<file path="config.mk">
export PLATFORM = sky130hd
export DESIGN_NAME = factorial_engine
export DESIGN_NICKNAME = d
export VERILOG_FILES = /design/src/rtl/factorial_pkg.sv /design/src/rtl/factorial_dp.sv /design/src/rtl/simple_multiplier.sv /design/src/rtl/factorial_engine.sv
export SDC_FILE = /design/constraint.sdc
export NUM_CORES = 1
export LEC_CHECK = 0
export ABC_AREA = 0
export BUFFER_PORTS_ARGS = -buffer_cell sky130_fd_sc_hd__buf_2
export CAP_MARGIN = 10
export CORE_MARGIN = 3
export CORE_UTILIZATION = 62
export CTS_CLUSTER_SIZE = 30
export DETAILED_ROUTE_END_ITERATION = 7
export HOLD_SLACK_MARGIN = 0.05
export PLACE_DENSITY_LB_ADDON = 0.05
export SLEW_MARGIN = 20
export SYNTH_ARGS = -nofsm -noshare
export SYNTH_HDL_FRONTEND = slang
export SYNTH_HIERARCHICAL = 1
export SYNTH_SLANG_ARGS = --single-unit
</file>
<file path="constraint.sdc">
create_clock -name clk -period 20.1 [get_ports clk]
set_input_delay 2.01 -clock clk [delete_from_list [all_inputs] [get_ports clk]]
set_output_delay 2.01 -clock clk [all_outputs]
set_load 0.02 [all_outputs]
</file>
<file path="src/rtl/factorial_pkg.sv">
// Shared definitions for the factorial engine: FSM encodings and default sizing.
package factorial_pkg;

    localparam int DATA_WIDTH_DEF = 32;
    localparam int N_WIDTH_DEF    = 4;
    // 12! = 479001600 is the largest factorial that fits in 32 bits.
    localparam int MAX_N_DEF      = 12;

    localparam logic [2:0] S_IDLE  = 3'd0;
    localparam logic [2:0] S_CHECK = 3'd1;
    localparam logic [2:0] S_MULT  = 3'd2;
    localparam logic [2:0] S_DONE  = 3'd3;
    localparam logic [2:0] S_ERR   = 3'd4;

endpackage

</file>
<file path="src/rtl/factorial_dp.sv">
// Datapath for the factorial engine: operand, down-counter, running product
// and result registers, driven by load/step/commit/clear strobes.
module factorial_dp
    import factorial_pkg::*;
#(
    parameter int DATA_WIDTH = DATA_WIDTH_DEF,
    parameter int N_WIDTH    = N_WIDTH_DEF,
    parameter int MAX_N      = MAX_N_DEF
) (
    input  logic                  clk,
    input  logic                  rst,
    input  logic                  load,
    input  logic                  step,
    input  logic                  commit,
    input  logic                  clear,
    input  logic [N_WIDTH-1:0]    n,
    output logic                  n_over,
    output logic                  n_le1,
    output logic                  cnt_is2,
    output logic [DATA_WIDTH-1:0] result
);

    logic [N_WIDTH-1:0]    n_reg;
    logic [N_WIDTH-1:0]    cnt;
    logic [DATA_WIDTH-1:0] prod;
    logic [DATA_WIDTH-1:0] mult_p;

    simple_multiplier #(.WIDTH(DATA_WIDTH)) u_mult (
        .a (prod),
        .b (DATA_WIDTH'(cnt)),
        .p (mult_p)
    );

    // Status flags for the controller, all derived from registered state.
    assign n_over  = int'(n_reg) > MAX_N;
    assign n_le1   = n_reg <= N_WIDTH'(1);
    assign cnt_is2 = cnt == N_WIDTH'(2);

    // Register updates; 0! and 1! bypass the multiplier since prod*cnt
    // would give 0 for n = 0.
    always_ff @(posedge clk) begin
        if (rst) begin
            n_reg  <= '0;
            cnt    <= '0;
            prod   <= DATA_WIDTH'(1);
            result <= '0;
        end else begin
            if (load) begin
                n_reg <= n;
                cnt   <= n;
                prod  <= DATA_WIDTH'(1);
            end
            if (step) begin
                prod <= mult_p;
                cnt  <= cnt - N_WIDTH'(1);
            end
            if (commit) begin
                result <= n_le1 ? DATA_WIDTH'(1) : mult_p;
            end
            if (clear) begin
                result <= '0;
            end
        end
    end

endmodule

</file>
<file path="src/rtl/simple_multiplier.sv">
// Combinational multiplier keeping only the low WIDTH bits of the product.
module simple_multiplier #(
    parameter int WIDTH = 32
) (
    input  logic [WIDTH-1:0] a,
    input  logic [WIDTH-1:0] b,
    output logic [WIDTH-1:0] p
);

    // Truncating product; callers guarantee no overflow in normal use.
    assign p = a * b;

endmodule

</file>
<file path="src/rtl/factorial_engine.sv">
// Factorial engine top: handshake FSM steering the factorial datapath.
//
//  state | meaning
//  IDLE  | waiting for go; result holds last value
//  CHECK | classify latched n: too large, trivial (0/1) or iterate
//  MULT  | one prod*cnt step per cycle until cnt reaches 2
//  DONE  | result valid; wait for go to drop
//  ERR   | n exceeded MAX_N, result 0; wait for go to drop
module factorial_engine
    import factorial_pkg::*;
#(
    parameter int DATA_WIDTH = DATA_WIDTH_DEF,
    parameter int N_WIDTH    = N_WIDTH_DEF,
    parameter int MAX_N      = MAX_N_DEF
) (
    input  logic                  clk,
    input  logic                  rst,
    input  logic                  go,
    input  logic [N_WIDTH-1:0]    n,
    output logic                  busy,
    output logic                  done,
    output logic                  err,
    output logic [DATA_WIDTH-1:0] result
);

    logic [2:0] state;
    logic [2:0] state_nxt;
    logic       load;
    logic       step;
    logic       commit;
    logic       clear;
    logic       n_over;
    logic       n_le1;
    logic       cnt_is2;

    factorial_dp #(
        .DATA_WIDTH (DATA_WIDTH),
        .N_WIDTH    (N_WIDTH),
        .MAX_N      (MAX_N)
    ) u_dp (
        .clk     (clk),
        .rst     (rst),
        .load    (load),
        .step    (step),
        .commit  (commit),
        .clear   (clear),
        .n       (n),
        .n_over  (n_over),
        .n_le1   (n_le1),
        .cnt_is2 (cnt_is2),
        .result  (result)
    );

    // Next-state and datapath strobe decode.
    always_comb begin
        state_nxt = state;
        load      = 1'b0;
        step      = 1'b0;
        commit    = 1'b0;
        clear     = 1'b0;
        case (state)
            S_IDLE: begin
                if (go) begin
                    load      = 1'b1;
                    state_nxt = S_CHECK;
                end
            end
            S_CHECK: begin
                if (n_over) begin
                    clear     = 1'b1;
                    state_nxt = S_ERR;
                end else if (n_le1) begin
                    commit    = 1'b1;
                    state_nxt = S_DONE;
                end else begin
                    state_nxt = S_MULT;
                end
            end
            S_MULT: begin
                step = 1'b1;
                if (cnt_is2) begin
                    commit    = 1'b1;
                    state_nxt = S_DONE;
                end
            end
            S_DONE, S_ERR: begin
                if (!go) begin
                    state_nxt = S_IDLE;
                end
            end
            default: state_nxt = S_IDLE;
        endcase
    end

    // State register.
    always_ff @(posedge clk) begin
        if (rst) begin
            state <= S_IDLE;
        end else begin
            state <= state_nxt;
        end
    end

    // Moore outputs decoded from the state register only.
    assign busy = (state == S_CHECK) || (state == S_MULT);
    assign done = (state == S_DONE) || (state == S_ERR);
    assign err  = (state == S_ERR);

endmodule

</file>
After elaboration in Yosys (flattened, before gate mapping)
Cells that the tools add are included. Widths: inputs -> output; s select.

Register bits after elaboration: 75. Input bits: 7. Output and inout bits: 35. Logic and storage cells: 44.

$add $sub $neg: 1. Multipliers: 1. Magnitude comparators: 2. Equality and inequality tests: 8. Mux-type cells: 20. Reduce and logical (&&, ||, !) cells: 7.

Operator list (number): $mux 32 (3); $mul 32x4->32 (1); $mux 3 (4); $pmux 3 s4 (1); $mux 1 (9); $mux 4 (2); $eq 3x2->1 const B (2); $ne 2x2->1 const B (3); $eq 4x2->1 const B (1); $gt 4x4->1 const B (1); $le 4x1->1 const B (1); $reduce_or 2->1 (2); $sub 4x1->4 const B (1); $eq 3x1->1 const B (1); $eq 3x3->1 const B (1); $logic_not 3->1 (1); $reduce_and 3->1 (1); $logic_or 1x1->1 (2); $pmux 1 s2 (1); $reduce_bool 2->1 (1).

Depth between registers and ports, before layout
Depth in word-level cells: 4. Depth in mapped cells: 28. Depth with buffers taken out: 26.

Hierarchy
Netlist, hierarchy kept.

Modules (own cells, without submodules): simple_multiplier (times used 1, cells an instance 1713, area an instance 15758.9 um2, seq. area each 0.0 um2); factorial_dp (times used 1, cells an instance 329, area an instance 2966.6 um2, seq. area each 1441.4 um2); factorial_engine (times used 1, cells an instance 29, area an instance 255.2 um2, seq. area each 60.1 um2).

Worst setup path before layout
No wires, ideal clock.

Path type: reg2reg. Start: register u_dp.cnt[2]. End: register u_dp.prod[30]. Library setup time: 0.127 ns. Arrival time: 6.369 ns. Data required time: 19.973 ns. Slack: 13.604 ns. Cell stages (with the launch flop): 24. Path buffers: 2. Clock period less this slack: 6.496 ns. Path through: dfxtp_1 clkbuf_1 clkbuf_1 and2_1 fa_1 fa_1 fa_1 inv_1 fa_1 fa_1 fa_1 fa_1 fa_1 inv_1 ha_1 a21o_1 a21o_1 a21oi_1 nand2_1 a221oi_1 nor2_1 xor2_1 a21oi_1 nor2_1.

Cells in the longest elaborated chain, start to end: 2.

RTL lines: start: declaration (RTL line factorial_dp.sv:24) `logic [N_WIDTH-1:0] cnt;`; start signal: assignment (RTL line factorial_dp.sv:50) `cnt <= n;`; start signal: assignment (RTL line factorial_dp.sv:55) `cnt <= cnt - N_WIDTH'(1);`; $mul 32x4->32 (RTL line simple_multiplier.sv:11) `assign p = a * b;`; named net u_dp.mult_p[30] (RTL line factorial_dp.sv:26) `logic [DATA_WIDTH-1:0] mult_p;`; $mux 32 (RTL line factorial_dp.sv:53) `if (step) begin`; end signal: assignment (RTL line factorial_dp.sv:54) `prod <= mult_p;`; end: declaration (RTL line factorial_dp.sv:25) `logic [DATA_WIDTH-1:0] prod;`.

The timed path passes the listed nets, and every way through them passes these cells. A chain may end at the register's enable or synchronous reset.

Final worst setup path
Start: register u_dp.cnt[3]. End: register u_dp.prod[29].

Same word-level chain as after synthesis.

==> impl_metrics.json <==
{
  "status": "finished clean",
  "p_clk_share_pct": 9.5,
  "met3_usage_pct": 5.70,
  "rsz0062_at_grt": "no",
  "slew_viol_final": 0,
  "netlist_instances": 2071,
  "p_per_area_nw_per_um2": 98.1,
  "io_pins": 42,
  "die_h_um": 181,
  "final_area_sq_um": 20300,
  "power_frac_seq_pct": 11.0,
  "drt-wirelength-per-cell_um": 18.3,
  "clk_pin_slew_worst_paths_ns": 0.06,
  "ff2ff_path_depth": 22,
  "timing.final.crit_period_ns": 6.99,
  "rr_startpoint": "u_dp/cnt[3]$_SDFFE_PP0P_",
  "holdWs_ns": 0.502,
  "grt_max_degree": 76,
  "hold_depth": 2,
  "ys_ff_latch": 75,
  "min_to": "u_dp/result[0]$_SDFFE_PP0P_",
  "critPathArrivalTime_ns": 7.18,
  "p_int_uw": 931,
  "setup_viol": 0,
  "holdBufCountCts": 0,
  "clkLatencyLatePin_ns": 0.34,
  "fin_worst_skew_ns": 0.00574,
  "holdCritStartpoint": "u_dp/result[0]$_SDFFE_PP0P_",
  "end_kind": "flip-flop",
  "synth.cell_area_sq_um": 19000,
  "busiest_layer": "met2",
  "cap_violations": 0,
  "routabilityCongestion": 0.922,
  "max_slew_margin_pct": 40.7,
  "synth_edf_count": 0,
  "drtPass1Iterations": 5,
  "core_sq_um": 29900,
  "vias": 13700,
  "cts_htree_levels": 3,
  "r2r_slack_ns": 13.11,
  "drive_gt1_share_pct": 5.59,
  "p_switching_mw": 1.06,
  "grtUsageMet1_pct": 42.0,
  "antenna_found_initial": 4,
  "path_max_fanout": 17,
  "combPwrFrac_pct": 79.5,
  "power_mw": 1.99,
  "use_met2_pct": 50.5,
  "required_ns": 20.30,
  "yosysWarnings": 6,
  "die_area_sq_um": 32800,
  "cts_tree": "built",
  "ys.flop_type": "dfxtp_1",
  "avgSynthCellArea_sq_um": 9.16,
  "fmax_ghz": 0.143,
  "dp_cells": 2575,
  "initial_core_util_pct": 63.5,
  "yosysSeqAreaShare_pct": 7.91,
  "synth_async_sr_flop_share_pct": 0,
  "dpl_cell_area_sq_um": 20000,
  "peakVddDrop_uv": 127,
  "grt_pass1_vias": 14800,
  "drt_iter0_drc": 889,
  "p_leak_nw": 9.71,
  "finalHoldViolations": 0,
  "r2r_end": "u_dp/prod[29]$_SDFFE_PP0P_",
  "root_buffer": "clkbuf_16",
  "cts_resized": 0,
  "synthDistinctLibCells": 56,
  "post-route-period-util_pct": 34.8,
  "drt-total-wl_um": 47400,
  "grt_pass1_wl_um": 78600,
  "nNetsFinal": 2736,
  "via_per_inst": 5.28,
  "cts_sinks": 75,
  "finalSetupTns_ns": 0,
  "gr-total-overflow": 0,
  "drc": 0,
  "cts_setup_buffers": 0,
  "reg.largest.list": "u_dp/prod (32), u_dp/result (32)",
  "num_antenna_cells": 0,
  "dp_hpwl_um": 37800,
  "ant_nets": 0,
  "crit_type": "flip-flop to flip-flop",
  "portBuffers": 41,
  "worst_slew_pin_slew_ns": 0.890,
  "critPathLaunchType": "flip-flop",
  "die_width_um": 181,
  "numCtsBuffers": 9,
  "area_growth_pct": 7.16,
  "grt.total_usage_pct": 30.5,
  "final-instance-count-excl-fill": 2591,
  "switching_share_pct": 53.3,
  "rows": 63,
  "cts_buffer_depth": 2,
  "hp-class": "flip-flop to flip-flop"
}
==> power groups by stage <==
stage               Sequential (mW)  Clock, mW  Combinational (mW)
floorplan                     0.201          0                1.14
CTS                           0.218      0.194                1.49
detailed placement            0.221          0                1.48
finish                        0.219      0.190                1.58
global placement              0.220          0                1.46
global route                  0.223      0.200                1.75
==> worst max path at each step <==
stage	start	end	slack [ns]	cells past startpoint
after floorplan	u_dp/cnt[2]$_SDFFE_PP0P_	u_dp/prod[30]$_SDFFE_PP0P_	13.60	23
final	u_dp/cnt[3]$_SDFFE_PP0P_	u_dp/prod[29]$_SDFFE_PP0P_	13.11	22
after global placement	u_dp/prod[18]$_SDFFE_PP0P_	u_dp/prod[25]$_SDFFE_PP0P_	13.37	20
after global routing	u_dp/cnt[3]$_SDFFE_PP0P_	u_dp/prod[29]$_SDFFE_PP0P_	12.70	24
after CTS	u_dp/cnt[3]$_SDFFE_PP0P_	u_dp/prod[29]$_SDFFE_PP0P_	13.24	22
after detailed placement	u_dp/cnt[3]$_SDFFE_PP0P_	u_dp/prod[29]$_SDFFE_PP0P_	13.28	24
==> per-stage QoR <==
step	setup slack, ns	util, %
after detailed placement	13.28	66.9
after CTS	13.24	68.1
after global placement	13.37	66.9
final	13.11	68.1
after floorplan	13.60	-
after global routing	12.70	68.1
==> synth_stat cells (31+ instances only) <==
library cell  number  area share [%]
fa_1             408              43
and2_1           370              12
inv_1            356             7.0
nand2_1          187             3.7
ha_1             125             8.2
clkbuf_1          90             1.8
nor2_1            84             1.7
dfxtp_1           75             7.9
a21oi_1           63             1.7
xnor2_1           61             2.8
nor3b_1           35             1.4
nor2b_1           31             1.0
==> cells in the final DEF, fill, tap and decap left out, types with 61 or more instances in the layout <==
cell / count
fa_1: 408
dfxtp_1: 75
ha_1: 125
conb_1: 163
xnor2_1: 61
nand2_1: 187
inv_1: 356
a21oi_1: 62
and2_1: 370
nor2_1: 84
==> per-layer routing <==
metal  part of all wire [%]  up-vias
met5                  0.087        -
met4                    2.9        6
met3                    7.3       91
met2                     48      443
met1                     42     6909
li1                       -     6243
==> layout make-up <==
type                            count  area [sq um]
Inverter                          356          1340
Multi-Input combinational cell   1691         16300
Sequential cell                    75          1500
Fill cell                        2520          9540
Clock buffer                       10           239
Tap cell                          390           488
Clock inverter                      6           113
Timing Repair Buffer               63           370
==> cell families (layout without fill, tap and decap cells) <==
logic type                 after synthesis  after routing  synth area share, %
AOI/OAI and AO/OA                      162            162                 5.77
DFF                                     75             75                 7.91
adders and majority gates              533            533                 51.3
and+or+nand+nor                        744            744                 21.2
muxes                                    3              3                0.158
buffers and inverters                  467            435                 9.54
other                                    1            163               0.0198
xor gates and xnor gates                86             86                 4.08
==> worst max-delay path, stage by stage (launching register included) <==
cell       delay [ns]
dfxtp_1          0.69
buf_4            0.36
and2_1           0.19
fa_1             0.42
inv_1            0.08
fa_1             0.42
fa_1             0.53
fa_1             0.17
inv_1            0.04
ha_1             0.26
ha_1             0.28
fa_1             0.45
fa_1             0.48
ha_1             0.38
a2111oi_0        0.42
o21ai_1          0.20
nand4_1          0.16
nand2_1          0.15
a211oi_1         0.53
o21ai_0          0.21
xor2_1           0.20
a21oi_1          0.16
nor2_1           0.04
Power figures use the tool's default switching activity.
